===== src/rtl/scan_keycode.sv =====
`default_nettype none
// ============================================================================
// Module   : scan_keycode
// Purpose  : Front-end for the calculator operation block. Turns PS/2 Set-2
//            scan-code bytes into 0..14 key codes with a one-cycle select
//            strobe, plus a separate clear request for Esc. Tracks the E0
//            (extended) and F0 (break) prefixes and discards key releases.
//            A prefix that waits too long for its next byte is abandoned and
//            flagged on prefix_err.
// Ports    : clk        - system clock
//            rst        - synchronous active-high reset
//            scan_data  - scan-code byte, qualified by scan_valid
//            scan_valid - one-cycle strobe, scan_data valid
//            key_code   - decoded key code, zero-extended, held between strobes
//            key_valid  - one-cycle strobe, new key_code (operation block sel)
//            clr_req    - one-cycle strobe on Esc make
//            prefix_err - sticky prefix-timeout flag, cleared only by rst
// Options  : REPEAT_FILTER_EN - when defined, a held-key register suppresses
//            typematic auto-repeat of the most recently emitted make.
// Revision : 1.0 - initial release
// ============================================================================
module scan_keycode #(
  parameter int TIMEOUT_CYC = 1000000,
  parameter int CODE_W      = 11
) (
  input  logic              clk,
  input  logic              rst,
  input  logic [7:0]        scan_data,
  input  logic              scan_valid,
  output logic [CODE_W-1:0] key_code,
  output logic              key_valid,
  output logic              clr_req,
  output logic              prefix_err
);

  localparam int              CNT_W     = (TIMEOUT_CYC > 1) ? $clog2(TIMEOUT_CYC) : 1;
  localparam logic [CNT_W-1:0] C_CNT_MAX = CNT_W'(TIMEOUT_CYC - 1);

  typedef enum logic [1:0] {
    S_IDLE    = 2'd0,
    S_EXT     = 2'd1,
    S_BRK     = 2'd2,
    S_EXT_BRK = 2'd3
  } state_t;

  state_t            r_state;
  state_t            w_state_nxt;
  logic [CNT_W-1:0]  r_cnt;
  logic [CNT_W-1:0]  w_cnt_nxt;

  logic [CODE_W-1:0] r_key_code;
  logic              r_key_valid;
  logic              r_clr_req;
  logic              r_prefix_err;

  // Lookup of the normal (non-extended) make table
  logic              w_lut_valid;
  logic              w_lut_esc;
  logic [3:0]        w_lut_code;

  // FSM decisions for the current cycle
  logic              w_make;      // a key make completes this cycle
  logic              w_esc;       // an Esc make completes this cycle
  logic [3:0]        w_code;      // key code of w_make
  logic              w_mk_ext;    // the completing make was E0-prefixed
  logic              w_brk;       // a break code completes this cycle
  logic              w_brk_ext;   // the completing break was E0-prefixed
  logic              w_set_err;   // prefix timeout this cycle
  logic              w_drop;      // suppress the strobe (auto-repeat)

  always_comb begin
    w_lut_valid = 1'b1;
    w_lut_esc   = 1'b0;
    w_lut_code  = 4'd0;
    case (scan_data)
      8'h45, 8'h70: w_lut_code = 4'd0;
      8'h16, 8'h69: w_lut_code = 4'd1;
      8'h1E, 8'h72: w_lut_code = 4'd2;
      8'h26, 8'h7A: w_lut_code = 4'd3;
      8'h25, 8'h6B: w_lut_code = 4'd4;
      8'h2E, 8'h73: w_lut_code = 4'd5;
      8'h36, 8'h74: w_lut_code = 4'd6;
      8'h3D, 8'h6C: w_lut_code = 4'd7;
      8'h3E, 8'h75: w_lut_code = 4'd8;
      8'h46, 8'h7D: w_lut_code = 4'd9;
      8'h79, 8'h55: w_lut_code = 4'd10;
      8'h7B, 8'h4E: w_lut_code = 4'd11;
      8'h7C:        w_lut_code = 4'd12;
      8'h66:        w_lut_code = 4'd13;
      8'h5A:        w_lut_code = 4'd14;
      8'h76: begin
        w_lut_valid = 1'b0;
        w_lut_esc   = 1'b1;
      end
      default:      w_lut_valid = 1'b0;
    endcase
  end

  always_ff @(posedge clk) begin
    if (rst) begin
      r_state <= S_IDLE;
      r_cnt   <= '0;
    end else begin
      r_state <= w_state_nxt;
      r_cnt   <= w_cnt_nxt;
    end
  end

  always_comb begin
    w_state_nxt = r_state;
    w_cnt_nxt   = r_cnt;
    w_make      = 1'b0;
    w_esc       = 1'b0;
    w_code      = 4'd0;
    w_mk_ext    = 1'b0;
    w_brk       = 1'b0;
    w_brk_ext   = 1'b0;
    w_set_err   = 1'b0;
    case (r_state)
      S_IDLE: begin
        w_cnt_nxt = '0;
        if (scan_valid) begin
          case (scan_data)
            8'hE0: w_state_nxt = S_EXT;
            8'hF0: w_state_nxt = S_BRK;
            // Keyboard self-test / ack / echo / error bytes carry no key
            8'hAA, 8'hFA, 8'hEE, 8'h00, 8'hFF: ;
            default: begin
              w_make = w_lut_valid;
              w_esc  = w_lut_esc;
              w_code = w_lut_code;
            end
          endcase
        end
      end
      S_EXT: begin
        if (scan_valid) begin
          w_cnt_nxt = '0;
          if (scan_data == 8'hF0) begin
            w_state_nxt = S_EXT_BRK;
          end else begin
            w_state_nxt = S_IDLE;
            if (scan_data == 8'h5A) begin
              w_make   = 1'b1;
              w_code   = 4'd14;
              w_mk_ext = 1'b1;
            end
          end
        end else if (r_cnt == C_CNT_MAX) begin
          w_state_nxt = S_IDLE;
          w_cnt_nxt   = '0;
          w_set_err   = 1'b1;
        end else begin
          w_cnt_nxt = r_cnt + 1'b1;
        end
      end
      S_BRK, S_EXT_BRK: begin
        if (scan_valid) begin
          // A release never produces a strobe; it only ends the prefix
          w_state_nxt = S_IDLE;
          w_cnt_nxt   = '0;
          w_brk       = 1'b1;
          w_brk_ext   = (r_state == S_EXT_BRK);
        end else if (r_cnt == C_CNT_MAX) begin
          w_state_nxt = S_IDLE;
          w_cnt_nxt   = '0;
          w_set_err   = 1'b1;
        end else begin
          w_cnt_nxt = r_cnt + 1'b1;
        end
      end
      default: begin
        w_state_nxt = S_IDLE;
        w_cnt_nxt   = '0;
      end
    endcase
  end

`ifdef REPEAT_FILTER_EN
  // Held key: {ext bit, byte} of the last emitted make, valid while r_held
  logic [8:0] r_held_key;
  logic       r_held;

  assign w_drop = r_held && (r_held_key == {w_mk_ext, scan_data});

  always_ff @(posedge clk) begin
    if (rst) begin
      r_held_key <= '0;
      r_held     <= 1'b0;
    end else if ((w_make || w_esc) && !w_drop) begin
      r_held_key <= {w_mk_ext, scan_data};
      r_held     <= 1'b1;
    end else if (w_brk && r_held && (r_held_key == {w_brk_ext, scan_data})) begin
      r_held     <= 1'b0;
    end
  end
`else
  logic w_unused;
  assign w_drop   = 1'b0;
  assign w_unused = ^{w_mk_ext, w_brk, w_brk_ext};
`endif

  always_ff @(posedge clk) begin
    if (rst) begin
      r_key_code   <= '0;
      r_key_valid  <= 1'b0;
      r_clr_req    <= 1'b0;
      r_prefix_err <= 1'b0;
    end else begin
      r_key_valid <= w_make && !w_drop;
      r_clr_req   <= w_esc && !w_drop;
      if (w_make && !w_drop) begin
        r_key_code <= CODE_W'(w_code);
      end
      if (w_set_err) begin
        r_prefix_err <= 1'b1;
      end
    end
  end

  assign key_code   = r_key_code;
  assign key_valid  = r_key_valid;
  assign clr_req    = r_clr_req;
  assign prefix_err = r_prefix_err;

endmodule
`default_nettype wire


===== config.mk =====
export PLATFORM = sky130hd
export DESIGN_NAME = scan_keycode
export DESIGN_NICKNAME = d
export VERILOG_FILES = /design/src/rtl/scan_keycode.sv
export SDC_FILE = /design/constraint.sdc
export NUM_CORES = 1
export LEC_CHECK = 0
export BUFFER_PORTS_ARGS = -buffer_cell sky130_fd_sc_hd__buf_2
export CAP_MARGIN = 20
export CORE_UTILIZATION = 59
export DETAILED_ROUTE_END_ITERATION = 8
export PLACE_DENSITY = 0.84
export SETUP_SLACK_MARGIN = 0.5
export SLEW_MARGIN = 20
export SYNTH_ARGS = -nofsm -noshare
export SYNTH_HDL_FRONTEND = slang
export SYNTH_SLANG_ARGS = --single-unit
export TNS_END_PERCENT = 30

===== constraint.sdc =====
create_clock -name clk -period 3.6 [get_ports clk]
set_input_delay 0.18 -clock clk [delete_from_list [all_inputs] [get_ports clk]]
set_output_delay 0.18 -clock clk [all_outputs]
set_load 0.005 [all_outputs]

==> metrics.cfg <==
[worst_setup_path]
rr_worst_depth = 6
worst_setup_path_end_kind = flip-flop
ff2ff_setup_slack_ns = 1.65
path_max_fanout = 19
worstPathRequired_ns = 3.80
start_kind = flip-flop
crit_type = reg2reg
r2r_start = r_cnt[0]
r2r-end = r_cnt[3]
worst_ep_arrival_time_ns = 2.15
cp-startpoint = r_cnt[0]

[place]
hpwl_mm = 2.874
dp_cells = 292
io_buffer_count = 17
dpl_worst_slack_ns = 1.571
gp_congestion = 0.9288

[final_layout]
syn_to_final_growth_pct = 5.725
nFillCells = 285
finalNonFillerCells = 300
final_core_util_pct = 67.02
final_layout_size_suffix_gt1_share_pct = 13.67
fin_nets = 267
num_antenna_cells = 0

[synth]
synth_top_area_share_pct = 29.52
synthFlopType = dfxtp_1
synth_area_per_cell_um2 = 7.931
synth_top_area_cell = dfxtp_1
yosys_register_bits = 29
syn_inst = 248
syn_area_um2 = 1967
synth_edf_count = 0
ys_types = 53
synthTopCellsByArea = dfxtp_1 30%, nor2_1 6.9%, xnor2_1 4.9%
yosys_warnings = 0
ys_seq_area_share_pct = 29.52
ys_async_sr_fraction_pct = 0

[power]
pwr_density_cell_nw_per_um2 = 323.0
leakage_nw = 0.7120
peakVddDrop_uv = 150.0

[sta]
setup_violations = 0
worst_pin_slew_ns = 0.6074
period_share_pct = 54.23
slew_headroom_pct = 59.41
skew_ns = 0.006467
finalWorstSetupSlack_ns = 1.648
fin_tns_setup_ns = 0
drv_slew = 0
clock.fmax_ghz = 0.5122
whs_ns = 0.1650
grt_setup_unrepaired = false
hold_viol = 0
layout_min_cycle_time_ns = 1.952

[floorplanning]
start_util_pct = 63.39
num_rows = 20
die-width_um = 59.74
pin_count = 25
die-area_um2 = 3569
die_h_um = 59.74
coreArea_um2 = 3103

[global_routing]
grt_overflow = 0
grt_start_max_net_pins = 24
grt_pass1_wl_mm = 6.755
grt_pass1_vias = 1482
grt_util_all_layers_pct = 25.46
antenna_found_initial = 0

[clock_tree]
cts.repair.resized = 0
cts_buffers = 5
clockBufferDepth = 2
cts.sinks = 29
clkSlewWorstSetupHoldPaths_ns = 0.09
cts_root_buf = clkbuf_4
cts_tree = built
clock_latency_ns = 0.33
hold_buffers = 0
cts_htree_levels = 2
postCtsSetupBuffers = 0

[drt]
drc_errors = 0
vias_per_cell = 5.877
ant_nets = 0
wl_mm = 4.178
drt-initial-drc-count = 123
dr.pass1.iters = 5
routedWlPerCell_um = 13.93
vias = 1763

[run]
cap_viol_max_count = 0

[min_path]
hold_end = prefix_err
holdCritPathClass = in2reg
hold_start = rst
whs_path_depth = 2

[run_status]
run_status = complete, no violations

## critical path, stage by stage, from the launching register on
cell and delay (ns):
dfxtp_1 0.36, ha_1 0.22, nand3_1 0.22, nor3_1 0.31
nor2_1 0.12, nand2_1 0.47, nor2_1 0.12
## registers in the layout, summed over array words and instances, names as in the netlist
register and flops:
clr_req 1, key_code 4, r_state 2, key_valid 1, prefix_err 1, r_cnt 20
## layer usage
layer	up-vias	share of wire (%)	wire length, µm	global-route usage, %
met5	-	0	0	0
met3	8	6.3	262	6.710
met4	0	1.7	69	9.967
li1	887	-	-	-
met1	803	47	1950	34.91
met2	65	45	1896	37.78
## final cells by class
class	instances	area, µm²	area share, %
clock inverter	1	30.03	1.444
timing repair buffer	17	85.08	4.091
tap	44	55.05	2.647
multi-input combinational	194	1244	59.81
sequential	29	580.6	27.92
clock buffer	7	55.05	2.647
inverter	8	30.03	1.444
## report_power, final
part	switching, W	internal [W]	leakage (nW)	total [W]
Combinational	0.0000480	0.0000251	0.433	0.0000731
Clock	0.000109	0.000166	0.0455	0.000275
Sequential	0.00000102	0.000323	0.234	0.000324
## cell usage in the layout, fill, tap and decap left out, types with 4 or more instances in the layout
cell type / synthesis / routed
xnor2_1: 11 / 11
xor2_1: 9 / 9
nor4_1: 4 / 4
inv_1: 7 / 7
nand4_1: 9 / 9
conb_1: 1 / 7
a21oi_1: 6 / 6
nand3b_1: 5 / 5
buf_2: 9 / 17
nor3b_1: 4 / 4
nor3_1: 8 / 8
nor2_1: 36 / 36
nand2_1: 19 / 19
and3_1: 5 / 5
nand2b_1: 7 / 7
nand3_1: 9 / 9
dfxtp_1: 29 / 29
nor4bb_1: 6 / 6
clkbuf_4: 0 / 5
## how the worst max path moves through the flow
| stage | to | slack, ns | cells past startpoint |
|---|---|---|---|
| 2_1_floorplan | key_code[1] | 1.83 | 7 |
| 3_3_place_gp | key_code[1] | 1.60 | 7 |
| 3_5_place_dp | key_code[2] | 1.57 | 7 |
| 4_1_cts | r_cnt[3] | 1.62 | 6 |
| 5_1_grt | r_cnt[3] | 1.41 | 6 |
| 6_report | r_cnt[3] | 1.65 | 6 |
## cells in the mapped netlist, types with 2 or more instances
master,n
nor4bb_1,6
a2111oi_2,2
o2bb2ai_1,2
nand2_1,19
xnor2_1,11
nand4_1,9
nand3_1,9
and3_1,5
inv_1,7
and4_1,2
nor4_1,4
o21ai_1,2
and2_1,2
or3_1,2
buf_2,9
nand2b_1,7
dfxtp_1,29
o2111ai_1,2
nor3b_1,4
nor2b_1,3
o211ai_1,3
buf_4,8
o21ai_0,3
a21oi_1,6
nand3b_1,5
nor4b_1,3
nor2_1,36
a221oi_1,3
xor2_1,9
clkbuf_1,5
or4b_1,2
nor3_1,8
## cell families after synthesis
group,Yosys count,share of synthesized area (%)
flops,29,29.52
other cells,1,0.1907
xor+xnor,20,8.906
simple gates,134,39.00
buf+inv,31,8.397
fa+ha+maj,1,0.6360
compound gates,32,13.36
## per-stage QoR
| step | total power, W | cell area [µm²] |
|---|---|---|
| after floorplan | 0.0003941 | 1989 |
| after global placement | 0.0004016 | 1994 |
| after detailed placement | 0.0004025 | 1994 |
| after global routing | 0.0006964 | 2079 |
| after CTS | 0.0006750 | 2079 |
| final | 0.0006717 | 2079 |
Power figures use the tool's default switching activity.
